**config.mk**
```make
export PLATFORM = sky130hd
export DESIGN_NAME = plab2_proc_muldiv_unit
export DESIGN_NICKNAME = d
export VERILOG_FILES = /design/src/rtl/plab2_proc_muldiv_unit.sv
export SDC_FILE = /design/constraint.sdc
export NUM_CORES = 1
export LEC_CHECK = 0
export ABC_AREA = 1
export BUFFER_PORTS_ARGS = -buffer_cell sky130_fd_sc_hd__buf_2
export CAP_MARGIN = 20
export CORE_MARGIN = 2
export CORE_UTILIZATION = 50
export CTS_CLUSTER_DIAMETER = 40
export DETAILED_ROUTE_END_ITERATION = 8
export MAX_ROUTING_LAYER = met4
export PLACE_DENSITY = 0.68
export SLEW_MARGIN = 20
export SYNTH_ARGS = -nofsm -noshare
export SYNTH_HDL_FRONTEND = slang
export SYNTH_SLANG_ARGS = --single-unit
```
**constraint.sdc**
```tcl
create_clock -name clk -period 2.7 [get_ports clk]
set_input_delay 0.27 -clock clk [delete_from_list [all_inputs] [get_ports clk]]
set_output_delay 0.27 -clock clk [all_outputs]
set_load 0.02 [all_outputs]
```
**src/rtl/plab2_proc_muldiv_unit.sv**
```systemverilog
// plab2_proc_muldiv_unit
//   Iterative integer multiply / divide unit for the X stage. It sits next to
//   the ALU, takes the same bypassed operands and returns its result through
//   val/rdy handshakes so control can stall D/X while an operation runs.
//
//   MUL  : shift-add, low p_nbits of the product.
//   DIV/DIVU/REM/REMU : restoring divide on magnitudes, with the sign fixed up
//   at the end for the signed ops.
//
// Ports
//   clk, reset     clock, synchronous active-high reset
//   domain         security domain of the current instruction (latched on accept)
//   req_val/rdy    request handshake; req_fn selects the op, req_a/req_b operands
//   resp_val/rdy   response handshake; resp_result holds the result in DONE
//   busy           high while CALC or DONE
//
// Parameter
//   p_nbits        operand/result width (even, >= 4)
//
// Optional feature macro
//   PLAB2_PROC_MULDIV_EARLY_EXIT_EN : MUL finishes as soon as the remaining
//   multiplier bits are zero. Left undefined, every op takes exactly p_nbits
//   CALC cycles so timing never depends on operand data.

module plab2_proc_muldiv_unit #(
  parameter int p_nbits = 32
) (
  input  logic               clk,
  input  logic               reset,
  input  logic               domain,
  input  logic               req_val,
  output logic               req_rdy,
  input  logic [2:0]         req_fn,
  input  logic [p_nbits-1:0] req_a,
  input  logic [p_nbits-1:0] req_b,
  output logic               resp_val,
  input  logic               resp_rdy,
  output logic [p_nbits-1:0] resp_result,
  output logic               busy
);

  localparam int c_cntw = $clog2(p_nbits) + 1;

  typedef enum logic [1:0] {
    S_IDLE = 2'd0,
    S_CALC = 2'd1,
    S_DONE = 2'd2
  } state_t;

  state_t r_state;
  state_t w_state_next;

  logic [c_cntw-1:0]  r_cnt;
  logic [p_nbits-1:0] r_a;       // MUL: shifted multiplicand; DIV: dividend shifting into quotient
  logic [p_nbits-1:0] r_b;       // MUL: shifted multiplier;   DIV: divisor magnitude
  logic [p_nbits-1:0] r_acc;     // MUL: product;              DIV: partial remainder
  logic               r_is_mul;
  logic               r_is_rem;
  logic               r_neg_quo;
  logic               r_neg_rem;
  logic               r_domain;

  // ---------------------------------------------------------------------------
  // Request decode (only meaningful in IDLE)
  // ---------------------------------------------------------------------------
  logic               w_accept;
  logic               w_fn_illegal;
  logic               w_is_mul;
  logic               w_signed;
  logic               w_a_neg;
  logic               w_b_neg;
  logic [p_nbits-1:0] w_a_mag;
  logic [p_nbits-1:0] w_b_mag;

  assign w_accept     = req_val && req_rdy;
  assign w_fn_illegal = (req_fn > 3'd4);
  // Illegal encodings fall back to MUL.
  assign w_is_mul     = (req_fn == 3'd0) || w_fn_illegal;
  assign w_signed     = (req_fn == 3'd1) || (req_fn == 3'd3);
  assign w_a_neg      = w_signed && req_a[p_nbits-1];
  assign w_b_neg      = w_signed && req_b[p_nbits-1];
  // -0x80..0 wraps to itself, which is exactly the unsigned magnitude we want.
  assign w_a_mag      = w_a_neg ? -req_a : req_a;
  assign w_b_mag      = w_b_neg ? -req_b : req_b;

  // ---------------------------------------------------------------------------
  // One iteration of each algorithm
  // ---------------------------------------------------------------------------
  logic [p_nbits:0]   w_rem_sh;   // one extra bit: shifted remainder can reach 2*divisor
  logic [p_nbits:0]   w_diff;
  logic               w_ge;
  logic [p_nbits-1:0] w_sum;

  assign w_rem_sh = {r_acc, r_a[p_nbits-1]};
  assign w_ge     = (w_rem_sh >= {1'b0, r_b});
  assign w_diff   = w_rem_sh - {1'b0, r_b};
  assign w_sum    = r_acc + r_a;

  logic w_mul_exit;
`ifdef PLAB2_PROC_MULDIV_EARLY_EXIT_EN
  // After this iteration the multiplier would be zero, so nothing more to add.
  assign w_mul_exit = r_is_mul && (r_b[p_nbits-1:1] == '0);
`else
  assign w_mul_exit = 1'b0;
`endif

  logic w_last;
  assign w_last = (r_cnt == c_cntw'(1)) || w_mul_exit;

  // ---------------------------------------------------------------------------
  // FSM: state register
  // ---------------------------------------------------------------------------
  always_ff @(posedge clk) begin
    if (reset) r_state <= S_IDLE;
    else       r_state <= w_state_next;
  end

  // FSM: next state
  always_comb begin
    w_state_next = r_state;
    case (r_state)
      S_IDLE:  if (req_val)  w_state_next = S_CALC;
      S_CALC:  if (w_last)   w_state_next = S_DONE;
      S_DONE:  if (resp_rdy) w_state_next = S_IDLE;
      default:               w_state_next = S_IDLE;
    endcase
  end

  // FSM: outputs
  logic [p_nbits-1:0] w_final;

  always_comb begin
    if (r_is_mul)
      w_final = r_acc;
    else if (r_is_rem)
      w_final = r_neg_rem ? -r_acc : r_acc;
    else if (r_neg_quo && (r_b != '0))
      w_final = -r_a;
    else
      // Divide by zero leaves an all-ones quotient that must not be negated.
      w_final = r_a;
  end

  always_comb begin
    req_rdy     = (r_state == S_IDLE);
    resp_val    = (r_state == S_DONE);
    busy        = (r_state != S_IDLE);
    resp_result = (r_state == S_DONE) ? w_final : '0;
  end

  // ---------------------------------------------------------------------------
  // Datapath
  // ---------------------------------------------------------------------------
  always_ff @(posedge clk) begin
    if (reset) begin
      r_cnt     <= '0;
      r_a       <= '0;
      r_b       <= '0;
      r_acc     <= '0;
      r_is_mul  <= 1'b0;
      r_is_rem  <= 1'b0;
      r_neg_quo <= 1'b0;
      r_neg_rem <= 1'b0;
      r_domain  <= 1'b0;
    end else begin
      case (r_state)
        S_IDLE: begin
          if (w_accept) begin
            r_cnt     <= c_cntw'(p_nbits);
            r_acc     <= '0;
            r_is_mul  <= w_is_mul;
            r_is_rem  <= (req_fn == 3'd3) || (req_fn == 3'd4);
            r_neg_quo <= w_a_neg ^ w_b_neg;
            r_neg_rem <= w_a_neg;
            r_domain  <= domain;
            // The low product word is sign-agnostic, so MUL keeps raw operands.
            r_a       <= w_is_mul ? req_a : w_a_mag;
            r_b       <= w_is_mul ? req_b : w_b_mag;
          end
        end
        S_CALC: begin
          r_cnt <= r_cnt - c_cntw'(1);
          if (r_is_mul) begin
            if (r_b[0]) r_acc <= w_sum;
            r_a <= {r_a[p_nbits-2:0], 1'b0};
            r_b <= {1'b0, r_b[p_nbits-1:1]};
          end else begin
            // When the trial subtract fails the shifted remainder is below the
            // divisor, so its top bit is zero and truncation is safe.
            r_acc <= w_ge ? w_diff[p_nbits-1:0] : w_rem_sh[p_nbits-1:0];
            r_a   <= {r_a[p_nbits-2:0], w_ge};
          end
        end
        default: ;
      endcase
    end
  end

`ifndef SYNTHESIS
  always_ff @(posedge clk) begin
    if (!reset && w_accept && w_fn_illegal)
      $warning("plab2_proc_muldiv_unit: illegal fn %0d, executing as MUL", req_fn);
  end
`endif

  // The latched domain is the security label of the op in flight; it has no
  // functional consumer inside this unit.
  logic w_unused;
  assign w_unused = &{1'b0, r_domain, w_diff[p_nbits]};

endmodule

```
Yosys cells after proc, flatten, opt, wreduce, memory -nomap -nowiden:

Index checks and enable logic that the tools add are counted.

* bitwise gates (word level): 1
* reductions and logical operators: 17
* equal/unequal tests: 12
* $lt $le $gt $ge: 2
* add/subtract/negate cells: 7
* mux-type cells: 26

Operators by type and width (number)
* two-way mux 32 bit: 16
* case mux 32 bit (2 select lines): 3
* negator 32 bit: 4
* >= comparator 33 x 32 -> 1 bit: 1
* adder 32 bit: 1
* nonzero test 32 bit: 1
* subtractor 32 bit: 1
* case mux 6 bit (2 select lines): 1
* AND reduction 3 bit: 3
* == test 6 x 1 -> 1 bit, second input constant: 1
* two-way mux 2 bit: 3
* two-way mux 6 bit: 1
* inequality test 2 bit, second input constant: 3
* case mux 2 bit (3 select lines): 1
* subtractor 6 x 1 -> 6 bit, second input constant: 1
* logical AND 1 bit: 4
* inequality test 2 x 1 -> 1 bit, second input constant: 2
* AND reduction 2 bit: 2
* nonzero test 2 bit: 2
* == test 3 x 1 -> 1 bit, second input constant: 1
* == test 3 x 2 -> 1 bit, second input constant: 1
* == test 3 bit, second input constant: 1
* > comparator 3 bit, second input constant: 1
* logical NOT 3 bit: 1
* other kinds (7): 9

* flip-flop bits (word level): 108
* bits of input ports: 72
* word-level logic and storage cells: 74
* output and inout bits: 35

Logic depth before layout (Yosys ltp):

* depth in word-level cells: 7
* gate-level depth with buffers: 18

Worst setup path after synthesis:

Ideal clock, no wire load.

* path type: reg2out
* start: register r_acc[0]
* end: output resp_result[24]
* setup slack: 489 ps
* data arrival time: 1941 ps
* cell stages (with the launch flop): 13
* buffers on the path: 0
* cell sequence: dfxtp_1 > inv_1 > ha_1 > nand3_1 > nor2_1 > nand2_1 > nor2_1 > nand4_1 > o21ai_0 > nand2_1 > nand3_1 > nand2_1 > a21oi_1

* word-level cells in the longest chain between the ends: 5

RTL lines
* start: declaration: line 56 `logic [p_nbits-1:0] r_acc;`
* start signal: assignment: line 184 `if (r_b[0]) r_acc <= w_sum;`
* start signal: assignment: line 190 `r_acc <= w_ge ? w_diff[p_nbits-1:0] : w_rem_sh[p_nbits-1:0];`
* negator 32 bit: line 136 `w_final = r_neg_rem ? -r_acc : r_acc;`
* two-way mux 32 bit: line 136
* two-way mux 32 bit: line 135 `else if (r_is_rem)`
* two-way mux 32 bit: line 133 `if (r_is_mul)`
* two-way mux 32 bit: line 148 `resp_result = (r_state == S_DONE) ? w_final : '0;`
* end: declaration: line 38 `output logic [p_nbits-1:0] resp_result,`

No other way between the ends.

Worst setup path after layout:

* start: register r_b[18]
* end: output resp_result[6]

* word-level cells in the longest chain between the ends: 6

RTL lines
* start: declaration: line 55 `logic [p_nbits-1:0] r_b;`
* start signal: assignment: line 178 `r_b <= w_is_mul ? req_b : w_b_mag;`
* start signal: assignment: line 186 `r_b <= {1'b0, r_b[p_nbits-1:1]};`
* nonzero test 32 bit: line 137 `else if (r_neg_quo && (r_b != '0))`
* logical AND 1 bit: line 137
* two-way mux 32 bit: line 137
* two-way mux 32 bit: line 135
* two-way mux 32 bit: line 133
* two-way mux 32 bit: line 148

No other way between the ends.

==> impl_metrics.json <==
{
  "cts_tree": "yes",
  "reg2reg_depth": 15,
  "grt_pass1_vias": 15800,
  "dp_cells": 3135,
  "grt.overflow.total": 0,
  "fin_ws_ns": -0.000352,
  "fillers": 2857,
  "htreeDepth": 3,
  "place.gp.congestion": 1.02,
  "reg2reg_slack_ns": 0.10,
  "fin_skew_ns": 0.0253,
  "slew_headroom": 0.494,
  "layout.area.seq_mm2": 0.00223,
  "synth-seq-cells": 108,
  "fp.dieH_um": 173,
  "grt.total_usage": 0.367,
  "synth.avg_cell_area_um2": 5.40,
  "hold_buffers": 0,
  "yosysTopAreaCell": "nand2_1",
  "maxCapViolations": 0,
  "route.detailed.drc": 0,
  "crit_fanout": 6,
  "finalCritPeriodShare": 1.00,
  "grt_max_degree": 102,
  "yosysTopAreaCellShare": 0.202,
  "whs_ns": 0.209,
  "start_util": 0.509,
  "grt_pass1_wl_mm": 85.6,
  "clockBufferDepth": 2,
  "post_drt_via_cell_ratio": 5.71,
  "p_total_mw": 11.1,
  "num_io_pins": 107,
  "synthTopCellsByArea": "nand2_1 (20%), dfxtp_1 (15%), inv_1 (9.7%)",
  "crit-reg2reg-launch": "r_b[15]",
  "peakVddDrop_mv": 0.383,
  "synthesis.instances": 2634,
  "arrival_ns": 2.43,
  "hold_viol_final": 0,
  "outcome": "finished, violations left",
  "port_buffers": 105,
  "hold_end": "r_is_rem",
  "drt-initial-drc-count": 1764,
  "die_area_mm2": 0.0298,
  "antenna_left": 0,
  "wl_per_cell_um": 17.7,
  "area_delta_synth_final_pct": 21.9,
  "yosys.cell_types.count": 52,
  "fp.dieW_um": 173,
  "hold_path_depth": 3,
  "yosysWarningCount": 0,
  "num_rows": 61,
  "final_nets": 2952,
  "syn_nets": 2777,
  "diodes": 0,
  "hold_class": "input port to register",
  "worstSetupPathType": "register to output pin",
  "setup_viol": 1,
  "required_ns": 2.43,
  "drv_slew": 0,
  "end_kind": "output pin",
  "vias": 18200,
  "drive_above_1_share": 0.183,
  "start_kind": "register",
  "tightest_slew_ns": 0.757,
  "r2r-end": "r_acc[23]",
  "fmax_mhz": 370,
  "fin_util": 0.621,
  "multiInputGateArea_mm2": 0.0110,
  "async_reset_ff_frac": 0,
  "ys.flop_type": "dfxtp_1",
  "routed_wl_mm": 56.5,
  "cts.sinks": 108,
  "violations": "setup timing",
  "power.leakage_nw": 8.47,
  "clock_latency_ns": 0.38,
  "ys_seq_area_frac": 0.152,
  "syn_area_mm2": 0.0142,
  "antenna_found_initial": 0,
  "stdcell_count": 3191,
  "synth-edff-count": 0,
  "clkSlewWorstSetupHoldPaths_ns": 0.08,
  "powerDensity_mw_per_mm2": 641,
  "first_pass_iters": 6,
  "layout_min_cycle_time_ns": 2.70,
  "grt_setup_unrepaired": "yes",
  "hpwl_mm": 44.2,
  "cts_root_buf": "clkbuf_16",
  "hold_path_startpoint": "req_fn[1]",
  "core_area_mm2": 0.0279,
  "cts_made_buffers": 9
}
## Yosys cell counts, drive strengths merged (3+ instances only)
cell type    n
nand2      779
inv        377
nor2       277
nand3      262
a21oi      232
o21ai      166
dfxtp      108
ha          69
clkbuf      53
nand4       45
buf         39
nor3        39
xor2        29
a31oi       25
nand3b      17
o211ai      17
a22oi       16
o21bai      15
nor4        12
xnor2       12
or2          9
o221ai       6
a211oi       4
and2         4
o31ai        4
a21boi       3
clkinv       3
## power breakdown
| part | switching (mW) | internal, mW |
|---|---|---|
| clock network | 0.723 | 0.833 |
| logic | 4.83 | 2.66 |
| registers | 0.302 | 1.78 |
## stage by stage
| stage | setup WS, ns | instance area [um2] | TNS (ns) |
|---|---|---|---|
| 2_1_floorplan | 0.489 | 14200 | 0 |
| 6_report | -0.000352 | 17300 | -0.000352 |
| 5_1_grt | -0.0968 | 17300 | -1.47 |
| 4_1_cts | 0.00178 | 16200 | 0 |
| 3_5_place_dp | 0.0566 | 15700 | 0 |
| 3_3_place_gp | 0.0564 | 15700 | 0 |
## flip-flops by register name, summed over array words and instances (netlist names), 2 cells and up
register / flops
r_a: 32
r_acc: 32
r_b: 32
r_cnt: 6
r_state: 2
## critical path: stages, from the launching register on
cell,delay (ns)
dfxtp_2,0.35
nor4_4,0.33
nand3_2,0.15
buf_6,0.15
o21ai_4,0.15
buf_12,0.14
buf_12,0.12
o21ai_0,0.07
nand3_1,0.12
nand2_1,0.06
a21oi_1,0.22
buf_4,0.19
## worst max path at each step
| stage | startpoint | endpoint | slack, ns | cells past startpoint |
|---|---|---|---|---|
| after floorplan | r_acc[0] | resp_result[24] | 0.49 | 12 |
| after global placement | r_b[25] | resp_result[5] | 0.06 | 11 |
| after detailed placement | r_b[25] | resp_result[5] | 0.06 | 11 |
| after CTS | r_acc[0] | resp_result[24] | 0.002 | 13 |
| after global routing | r_b[18] | resp_result[6] | -0.1 | 11 |
| final | r_b[18] | resp_result[6] | -0.0004 | 11 |
## logic make-up (layout without fill, tap and decap cells)
| family | count (synthesis) | count (layout) | synth area share |
|---|---|---|---|
| AOI/OAI and AO/OA | 496 | 496 | 0.195 |
| xor gates and xnor gates | 41 | 41 | 0.0252 |
| adders and majority gates | 71 | 71 | 0.0635 |
| buffers and inverters | 472 | 648 | 0.130 |
| DFF | 108 | 108 | 0.152 |
| and+or+nand+nor | 1446 | 1449 | 0.435 |
## timing repair
item                                    CTS  global route
cloned                                    0             7
pin swaps                                 7            74
endpoints found under the setup margin   31            63
buffers inserted                          3            32
gates resized for setup                  52           237
## metal layers
metal | global-route usage | part of all wire
met1 | 0.518 | 0.44
met2 | 0.548 | 0.43
met3 | 0.0435 | 0.093
met4 | 0.110 | 0.037
met5 | - | 0
## layout by cell type, fill, tap and decap left out, drive strengths merged, types with 15 or more instances in the layout
| master | count |
|---|---|
| nand2 | 779 |
| inv | 380 |
| nor2 | 280 |
| nand3 | 262 |
| buf | 250 |
| a21oi | 232 |
| o21ai | 166 |
| dfxtp | 108 |
| ha | 69 |
| nand4 | 45 |
| nor3 | 39 |
| xor2 | 29 |
| a31oi | 25 |
| nand3b | 17 |
| o211ai | 17 |
| a22oi | 16 |
| o21bai | 15 |
## final cells by class
class | instances | area share
Timing Repair Buffer | 253 | 0.110
Tap cell | 378 | 0.0273
Multi-Input combinational cell | 2057 | 0.632
Clock buffer | 9 | 0.0130
Inverter | 380 | 0.0830
Sequential cell | 108 | 0.129
Clock inverter | 6 | 0.00606
Note: power is estimated with default switching activity, not from simulation.
